### src/rtl/rs_alu_scheduler.sv
// rtl/rs_alu_scheduler.sv - ALU reservation station with CDB wake-up and single-issue select
//
// Holds dispatched ALU/branch/jump ops until both operands are available,
// snoops the ALU and LSB result buses for operand wake-up, and issues at most
// one ready op per cycle into registered alu_* outputs.
//
// Optional feature macro: RS_AGE_SELECT_EN
//   defined   - oldest-ready-first select using a per-entry saturating age
//   undefined - lowest-index-ready select, no age storage
//
// Ports:
//   clk_in, rst_in     clock, synchronous active-high reset
//   rdy_in             global enable, low freezes all state
//   clear_in           mispredict flush, kills every entry
//   dsp_*              dispatch request and op payload from the decoder
//   full_out           registered, no free entry
//   cdb_a_*            ALU result broadcast (wins on a tag collision)
//   cdb_l_*            LSB result broadcast
//   alu_*              registered issue port to the ALU

module rs_alu_scheduler #(
  parameter int RS_DEPTH   = 8,
  parameter int IDX_WIDTH  = 3,
  parameter int OP_WIDTH   = 6,
  parameter int ADDR_WIDTH = 32,
  parameter int DATA_WIDTH = 32,
  parameter int ROB_WIDTH  = 4
) (
  input  logic                  clk_in,
  input  logic                  rst_in,
  input  logic                  rdy_in,
  input  logic                  clear_in,
  input  logic                  dsp_valid_in,
  input  logic [OP_WIDTH-1:0]   dsp_opcode_in,
  input  logic [ADDR_WIDTH-1:0] dsp_pc_in,
  input  logic [DATA_WIDTH-1:0] dsp_imm_in,
  input  logic [ROB_WIDTH-1:0]  dsp_rob_id_in,
  input  logic [DATA_WIDTH-1:0] dsp_vj_in,
  input  logic [DATA_WIDTH-1:0] dsp_vk_in,
  input  logic [ROB_WIDTH-1:0]  dsp_qj_in,
  input  logic [ROB_WIDTH-1:0]  dsp_qk_in,
  input  logic                  dsp_qj_busy_in,
  input  logic                  dsp_qk_busy_in,
  output logic                  full_out,
  input  logic                  cdb_a_rdy_in,
  input  logic                  cdb_l_rdy_in,
  input  logic [DATA_WIDTH-1:0] cdb_a_result_in,
  input  logic [DATA_WIDTH-1:0] cdb_l_result_in,
  input  logic [ROB_WIDTH-1:0]  cdb_a_rob_id_in,
  input  logic [ROB_WIDTH-1:0]  cdb_l_rob_id_in,
  output logic                  alu_rdy_out,
  output logic [OP_WIDTH-1:0]   alu_opcode_out,
  output logic [ADDR_WIDTH-1:0] alu_pc_out,
  output logic [DATA_WIDTH-1:0] alu_vj_out,
  output logic [DATA_WIDTH-1:0] alu_vk_out,
  output logic [DATA_WIDTH-1:0] alu_imm_out,
  output logic [ROB_WIDTH-1:0]  alu_rob_id_out
);

  // Entry storage
  logic [RS_DEPTH-1:0]   busy;
  logic [RS_DEPTH-1:0]   qj_busy;
  logic [RS_DEPTH-1:0]   qk_busy;
  logic [OP_WIDTH-1:0]   e_opcode [RS_DEPTH];
  logic [ADDR_WIDTH-1:0] e_pc     [RS_DEPTH];
  logic [DATA_WIDTH-1:0] e_imm    [RS_DEPTH];
  logic [ROB_WIDTH-1:0]  e_rob_id [RS_DEPTH];
  logic [DATA_WIDTH-1:0] e_vj     [RS_DEPTH];
  logic [DATA_WIDTH-1:0] e_vk     [RS_DEPTH];
  logic [ROB_WIDTH-1:0]  e_qj     [RS_DEPTH];
  logic [ROB_WIDTH-1:0]  e_qk     [RS_DEPTH];
`ifdef RS_AGE_SELECT_EN
  logic [IDX_WIDTH:0]    e_age    [RS_DEPTH];
  logic [IDX_WIDTH:0]    best_age;
`endif

  logic [RS_DEPTH-1:0]   ready;
  logic                  issue_hit;
  logic [IDX_WIDTH-1:0]  issue_idx;
  logic                  alloc_hit;
  logic [IDX_WIDTH-1:0]  alloc_idx;
  logic                  do_alloc;
  logic [DATA_WIDTH-1:0] byp_vj;
  logic [DATA_WIDTH-1:0] byp_vk;
  logic                  byp_qj_busy;
  logic                  byp_qk_busy;
  logic [RS_DEPTH-1:0]   busy_nxt;
  logic [IDX_WIDTH:0]    busy_cnt;

  // Select looks only at registered state, so an entry woken by this
  // cycle's CDB becomes eligible one cycle later.
  always_comb begin
    ready     = busy & ~qj_busy & ~qk_busy;
    issue_hit = 1'b0;
    issue_idx = '0;
`ifdef RS_AGE_SELECT_EN
    best_age  = '0;
    for (int i = 0; i < RS_DEPTH; i++) begin
      // strict '>' keeps the lowest index on an age tie
      if (ready[i] && (!issue_hit || e_age[i] > best_age)) begin
        issue_hit = 1'b1;
        issue_idx = IDX_WIDTH'(i);
        best_age  = e_age[i];
      end
    end
`else
    for (int i = 0; i < RS_DEPTH; i++) begin
      if (ready[i] && !issue_hit) begin
        issue_hit = 1'b1;
        issue_idx = IDX_WIDTH'(i);
      end
    end
`endif
  end

  // Lowest free slot; a slot being freed by this edge's issue is not
  // visible here until the next cycle.
  always_comb begin
    alloc_hit = 1'b0;
    alloc_idx = '0;
    for (int i = 0; i < RS_DEPTH; i++) begin
      if (!busy[i] && !alloc_hit) begin
        alloc_hit = 1'b1;
        alloc_idx = IDX_WIDTH'(i);
      end
    end
    do_alloc = dsp_valid_in && !full_out && alloc_hit;
  end

  // Same-cycle CDB bypass for the dispatching op
  always_comb begin
    byp_vj      = dsp_vj_in;
    byp_qj_busy = dsp_qj_busy_in;
    if (dsp_qj_busy_in) begin
      if (cdb_a_rdy_in && cdb_a_rob_id_in == dsp_qj_in) begin
        byp_vj      = cdb_a_result_in;
        byp_qj_busy = 1'b0;
      end else if (cdb_l_rdy_in && cdb_l_rob_id_in == dsp_qj_in) begin
        byp_vj      = cdb_l_result_in;
        byp_qj_busy = 1'b0;
      end
    end
    byp_vk      = dsp_vk_in;
    byp_qk_busy = dsp_qk_busy_in;
    if (dsp_qk_busy_in) begin
      if (cdb_a_rdy_in && cdb_a_rob_id_in == dsp_qk_in) begin
        byp_vk      = cdb_a_result_in;
        byp_qk_busy = 1'b0;
      end else if (cdb_l_rdy_in && cdb_l_rob_id_in == dsp_qk_in) begin
        byp_vk      = cdb_l_result_in;
        byp_qk_busy = 1'b0;
      end
    end
  end

  // Occupancy after this edge, used for the registered full flag
  always_comb begin
    busy_nxt = busy;
    if (issue_hit) busy_nxt[issue_idx] = 1'b0;
    if (do_alloc)  busy_nxt[alloc_idx] = 1'b1;
    busy_cnt = '0;
    for (int i = 0; i < RS_DEPTH; i++) begin
      busy_cnt = busy_cnt + (IDX_WIDTH+1)'(busy_nxt[i]);
    end
  end

  always_ff @(posedge clk_in) begin
    if (rst_in) begin
      busy           <= '0;
      qj_busy        <= '0;
      qk_busy        <= '0;
      full_out       <= 1'b0;
      alu_rdy_out    <= 1'b0;
      alu_opcode_out <= '0;
      alu_pc_out     <= '0;
      alu_vj_out     <= '0;
      alu_vk_out     <= '0;
      alu_imm_out    <= '0;
      alu_rob_id_out <= '0;
`ifdef RS_AGE_SELECT_EN
      for (int i = 0; i < RS_DEPTH; i++) e_age[i] <= '0;
`endif
    end else if (rdy_in) begin
      if (clear_in) begin
        busy        <= '0;
        qj_busy     <= '0;
        qk_busy     <= '0;
        full_out    <= 1'b0;
        alu_rdy_out <= 1'b0;
      end else begin
        // Wake-up of resident entries
        for (int i = 0; i < RS_DEPTH; i++) begin
          if (busy[i] && qj_busy[i]) begin
            if (cdb_a_rdy_in && cdb_a_rob_id_in == e_qj[i]) begin
              e_vj[i]    <= cdb_a_result_in;
              qj_busy[i] <= 1'b0;
            end else if (cdb_l_rdy_in && cdb_l_rob_id_in == e_qj[i]) begin
              e_vj[i]    <= cdb_l_result_in;
              qj_busy[i] <= 1'b0;
            end
          end
          if (busy[i] && qk_busy[i]) begin
            if (cdb_a_rdy_in && cdb_a_rob_id_in == e_qk[i]) begin
              e_vk[i]    <= cdb_a_result_in;
              qk_busy[i] <= 1'b0;
            end else if (cdb_l_rdy_in && cdb_l_rob_id_in == e_qk[i]) begin
              e_vk[i]    <= cdb_l_result_in;
              qk_busy[i] <= 1'b0;
            end
          end
        end

        // Issue
        alu_rdy_out <= issue_hit;
        if (issue_hit) begin
          alu_opcode_out <= e_opcode[issue_idx];
          alu_pc_out     <= e_pc[issue_idx];
          alu_vj_out     <= e_vj[issue_idx];
          alu_vk_out     <= e_vk[issue_idx];
          alu_imm_out    <= e_imm[issue_idx];
          alu_rob_id_out <= e_rob_id[issue_idx];
        end

        // Dispatch (target slot is free, so no wake-up write collides)
        if (do_alloc) begin
          e_opcode[alloc_idx] <= dsp_opcode_in;
          e_pc[alloc_idx]     <= dsp_pc_in;
          e_imm[alloc_idx]    <= dsp_imm_in;
          e_rob_id[alloc_idx] <= dsp_rob_id_in;
          e_vj[alloc_idx]     <= byp_vj;
          e_vk[alloc_idx]     <= byp_vk;
          e_qj[alloc_idx]     <= dsp_qj_in;
          e_qk[alloc_idx]     <= dsp_qk_in;
          qj_busy[alloc_idx]  <= byp_qj_busy;
          qk_busy[alloc_idx]  <= byp_qk_busy;
        end

`ifdef RS_AGE_SELECT_EN
        // Ages advance only when a younger op arrives
        if (do_alloc) begin
          for (int i = 0; i < RS_DEPTH; i++) begin
            if (busy[i] && e_age[i] != '1) e_age[i] <= e_age[i] + 1'b1;
          end
          e_age[alloc_idx] <= '0;
        end
`endif

        busy     <= busy_nxt;
        full_out <= (busy_cnt == (IDX_WIDTH+1)'(RS_DEPTH));
      end
    end
  end

endmodule

### config.mk
export PLATFORM = sky130hd
export DESIGN_NAME = rs_alu_scheduler
export DESIGN_NICKNAME = d
export VERILOG_FILES = /design/src/rtl/rs_alu_scheduler.sv
export SDC_FILE = /design/constraint.sdc
export NUM_CORES = 2
export LEC_CHECK = 0
export ABC_AREA = 1
export CAP_MARGIN = 10
export CORE_AREA = 2 2 346 520
export CTS_CLUSTER_DIAMETER = 80
export DETAILED_ROUTE_END_ITERATION = 7
export DIE_AREA = 0 0 348 522
export GPL_TIMING_DRIVEN = 0
export PLACE_DENSITY_LB_ADDON = 0.12
export SLEW_MARGIN = 20
export SYNTH_ARGS = -nofsm -noshare
export SYNTH_HDL_FRONTEND = slang
export SYNTH_SLANG_ARGS = --single-unit
### constraint.sdc
create_clock -name clk_in -period 6.1 [get_ports clk_in]
set_input_delay 1.22 -clock clk_in [delete_from_list [all_inputs] [get_ports clk_in]]
set_output_delay 1.22 -clock clk_in [all_outputs]
set_load 0.05 [all_outputs]
==> results.md <==
Min path:
- In this run the most critical hold path is launched from full_out.
- The path class of the tightest hold or removal check is reg2reg.

Final layout:
- The net count reported at finish is 9565.
- Summing all multi-input logic gate instances after layout gives 27300 sq um.
- In the layout the commonest cells are nand2_1, edfxtp_1, nand3_1.
- The number of non-filler instances in the completed layout is 11800.
- The number of fill cells in the layout is 17500.
- The area taken by flip-flops and latches is 38400 sq um.
- Leaving out fill and tap cells, the most frequent cell in the layout is nand2_1.
- The relative area change from synthesis to final layout is 18.5%.
- The share of post-route cells with drive strength above 1 is 8.00%.

GRT:
- The initial antenna violation count came to 37.
- The via count of the first global-routing pass is 64600.
- The first global-routing pass estimated 508000 um of wire.
- The total overflow left after global routing is 0.
- In the global route stage, overall resource usage came out at 40.2%.
- Entering global routing, the biggest net connects 92 pins.

Synthesis:
- The count of state elements after synthesis is 1332.
- In the post-synthesis netlist, the biggest area contributors are edfxtp_1, nand2_1, nand3_1.
- The count of unique library cells instantiated by Yosys is 50.
- The portion of the post-synthesis area used by sequential elements is 54.4%.
- The area share of the largest cell type after synthesis is 49.7%.
- The total of warnings raised by yosys is 0.
- The count of flip-flops with a built-in enable after synthesis is 1168.
- The most used flip-flop cell after synthesis is edfxtp_1.
- The cell type with the largest total area after synthesis is edfxtp_1.
- Each instance of the synthesized netlist takes up on average 8.05 sq um.
- Counting flops with an async set or reset pin after synthesis yields a share of 0%.
- The gate count of the mapped netlist is 8767.
- The total nets after synthesis is 9001.
- The synthesized netlist occupies a cell area of 70600 sq um.

Place:
- The detailed placer's ending HPWL is 266000 um.
- The routability-driven placement congestion ratio is 1.02.
- The count of placed standard cells including taps is 11500.
- The number of buffers added on ports is 359.

Route:
- For this run, design rule violations remaining after detail routing come to 0.
- The ratio of routed vias to standard cells is 5.89.
- The post-detailed-route wirelength per cell is 31.7 um.
- The DRC violation total after the first TritonRoute iteration is 9727.
- The routed wire length is 374000 um.
- The detailed router placed 69400 vias in this run.
- The number of antenna-violating nets in the routed design is 0.
- The number of iterations in the first detailed-routing pass is 7.

Worst setup path:
- The required time of the worst setup path is 6.65 ns.
- In this run the critical register-to-register path is launched from busy[2].
- The signal on the critical path passes through clkdlybuf4s50_1, inv_1, clkbuf_1, o22ai_1, nor2_1, nor3_1, nand3_1, buf_2, o21ai_0, nand2_1, nand2_1.
- The slack of the worst reg-to-reg path is 1.17 ns.
- The worst setup path is launched from an input pin.
- For this design, the slowest cell found on the critical path is nand3_1.
- The maximum fanout count along the critical path is 10.
- The worst setup path is of the in2reg kind.
- The most frequent cell on the critical path is nand2_1.
- On the worst path, the slowest cell contributes a delay of 1.02 ns.
- Data arrives at the worst endpoint at 5.69 ns.
- The category of the worst setup path capture point is a flop.
- Tracing the worst setup path back leads to its startpoint at cdb_a_rob_id_in[3].

Clocking:
- In this run, CTS created clock tree buffers numbering 143.
- The maximum clock insertion buffer count is 3.
- The cts-stage hold buffer count is 0.
- The deepest level of the CTS H-tree is 4.
- The clock root buffer master is clkbuf_16.
- The number of buffers inserted by post-CTS setup repair is 0.
- The later pin in the worst-skew pair is clocked with a latency of 0.83 ns.
- The count of instances resized after the clock tree is built is 0.
- The CTS tree is yes.
- The TritonCTS sink count is 1332.
- Clock-pin slew was measured on the worst setup and hold paths at 0.06 ns.

Outcome:
- The flow ran to the end, and the final reports show no timing, DRC or antenna violations.

Die:
- The floorplan step set the die height to 522 um.
- The number of standard-cell rows in the floorplan is 190.
- The floorplan step defined a die boundary enclosing 182000 sq um.
- The floorplan step set the die width to 348 um.
- The core region is 178000 sq um.
- In this run the count of I/O pins placed on the die edge is 367.
- The initial utilization of the core area, before any placement, comes to 39.7%.

STA:
- The number of pins with negative max-slew slack in the final report is 0.
- The setup TNS is 0 ns.
- For the pin with the worst max-slew slack, the measured transition is 1.38 ns.
- The final hold violation count is 0.
- The routed design could run at a clock period as short as 5.14 ns.
- Setup violations remaining at the end of the flow were counted as 0.
- After layout, the worst path uses 84.3% of the clock period.
- The worst setup skew after layout is 0.0416 ns.
- Setup repair after global routing left no endpoint under its margin.
- The worst max-slew margin expressed relative to the limit is 8.09%.
- The timing-limited maximum frequency is 0.195 GHz.
- Final hold analysis gives a worst-case slack of 0.483 ns.

Pwr:
- For this design the ratio of total power to cell area is 249 nW/um^2.
- The worst voltage drop across the vdd grid is 0.328 mV.
- Summed over all cells, the static leakage comes to 34.9 nW.

Flow run:
- The tool flagged a number of max-cap violations equal to 0.
[state kept, by name, indices dropped and copies added, names as in the netlist, 48 cells and up]
signal	flops
e_pc	256
e_vk	256
e_vj	256
e_imm	256
e_opcode	48
[worst paths after layout]
path / end / depth (start not counted)
setup / recovery: e_vj[4][31] / 11
hold / removal: full_out / 2
setup reg to reg: full_out / 21
hold reg to reg: full_out / 2
[critical path: cells and delay by family]
kind | cells | cell delay (ns)
buffers and inverters | 4 | 1.89
AO/OA/AOI/OAI | 2 | 0.44
AND/OR/NAND/NOR | 5 | 2.10
[layout make-up]
cell class | count | area share [%]
Sequential cell | 1332 | 45.9
Multi-Input combinational cell | 6258 | 32.7
Timing Repair Buffer | 419 | 6.03
Clock buffer | 188 | 4.69
Buffer | 655 | 3.87
Tap cell | 2304 | 3.45
Inverter | 522 | 2.35
Clock inverter | 73 | 1.00
Antenna cell | 22 | 0.0658
[per-stage QoR]
step	power (mW)	utilization (%)	setup slack, ns	area [sq um]
floorplan	11.0	-	1.12	70600
global placement	11.8	43.4	-4.49	77000
detailed placement	11.8	44.4	0.211	78800
global route	21.3	47.1	0.908	83600
finish	20.9	47.1	0.960	83600
CTS	20.8	47.1	1.06	83600
[power by group]
part           leakage (nW)  switching (mW)  internal, mW
Sequential             11.8          0.0196          9.95
Combinational          20.8            1.24         0.493
Clock                  2.32            4.14          5.03
[synthesized netlist by cell type (2+ instances only)]
| cell type | n |
|---|---|
| nand3_1 | 1097 |
| nor2_1 | 364 |
| or2_2 | 7 |
| o21ai_2 | 34 |
| clkbuf_2 | 2 |
| buf_2 | 239 |
| o22ai_1 | 40 |
| nor3_2 | 4 |
| xnor2_1 | 3 |
| o21ai_0 | 690 |
| xor2_1 | 8 |
| buf_1 | 42 |
| o21bai_1 | 3 |
| nand4_2 | 3 |
| clkbuf_1 | 292 |
| inv_1 | 499 |
| clkinv_1 | 3 |
| nor2_8 | 2 |
| nand3_2 | 3 |
| buf_4 | 55 |
| nor3_4 | 3 |
| nor4_1 | 10 |
| buf_6 | 25 |
| fa_1 | 4 |
| o2111ai_2 | 4 |
| nor4_2 | 6 |
| nor3b_1 | 2 |
| a21oi_1 | 81 |
| nor3_1 | 14 |
| nand4_1 | 19 |
| nand2_4 | 2 |
| inv_2 | 19 |
| nand2_1 | 3621 |
| o21ai_1 | 169 |
| nor2_4 | 6 |
| nand3b_1 | 5 |
| nor2_2 | 6 |
| nand2_2 | 4 |
| ha_1 | 3 |
| dfxtp_1 | 164 |
| o211ai_1 | 34 |
| edfxtp_1 | 1168 |
[routing by layer]
metal | share of wire, % | track usage [%] | wire length, um
met1 | 36 | 47.5 | 133000
met2 | 45 | 63.6 | 168000
met3 | 10 | 9.75 | 39100
met4 | 8.8 | 30.2 | 32900
met5 | 0.059 | 0.212 | 222
[logic make-up (layout without fill, tap and decap cells)]
kind of cell	after synthesis	in the layout	share of synthesized area [%]
fa+ha+maj	7	7	0.167
buf+inv	1177	1857	7.25
other cells	0	22	0
flops	1332	1332	54.4
xor+xnor	11	11	0.137
compound gates	1059	1059	7.98
simple gates	5181	5181	30.1
Power figures use the tool's default switching activity.
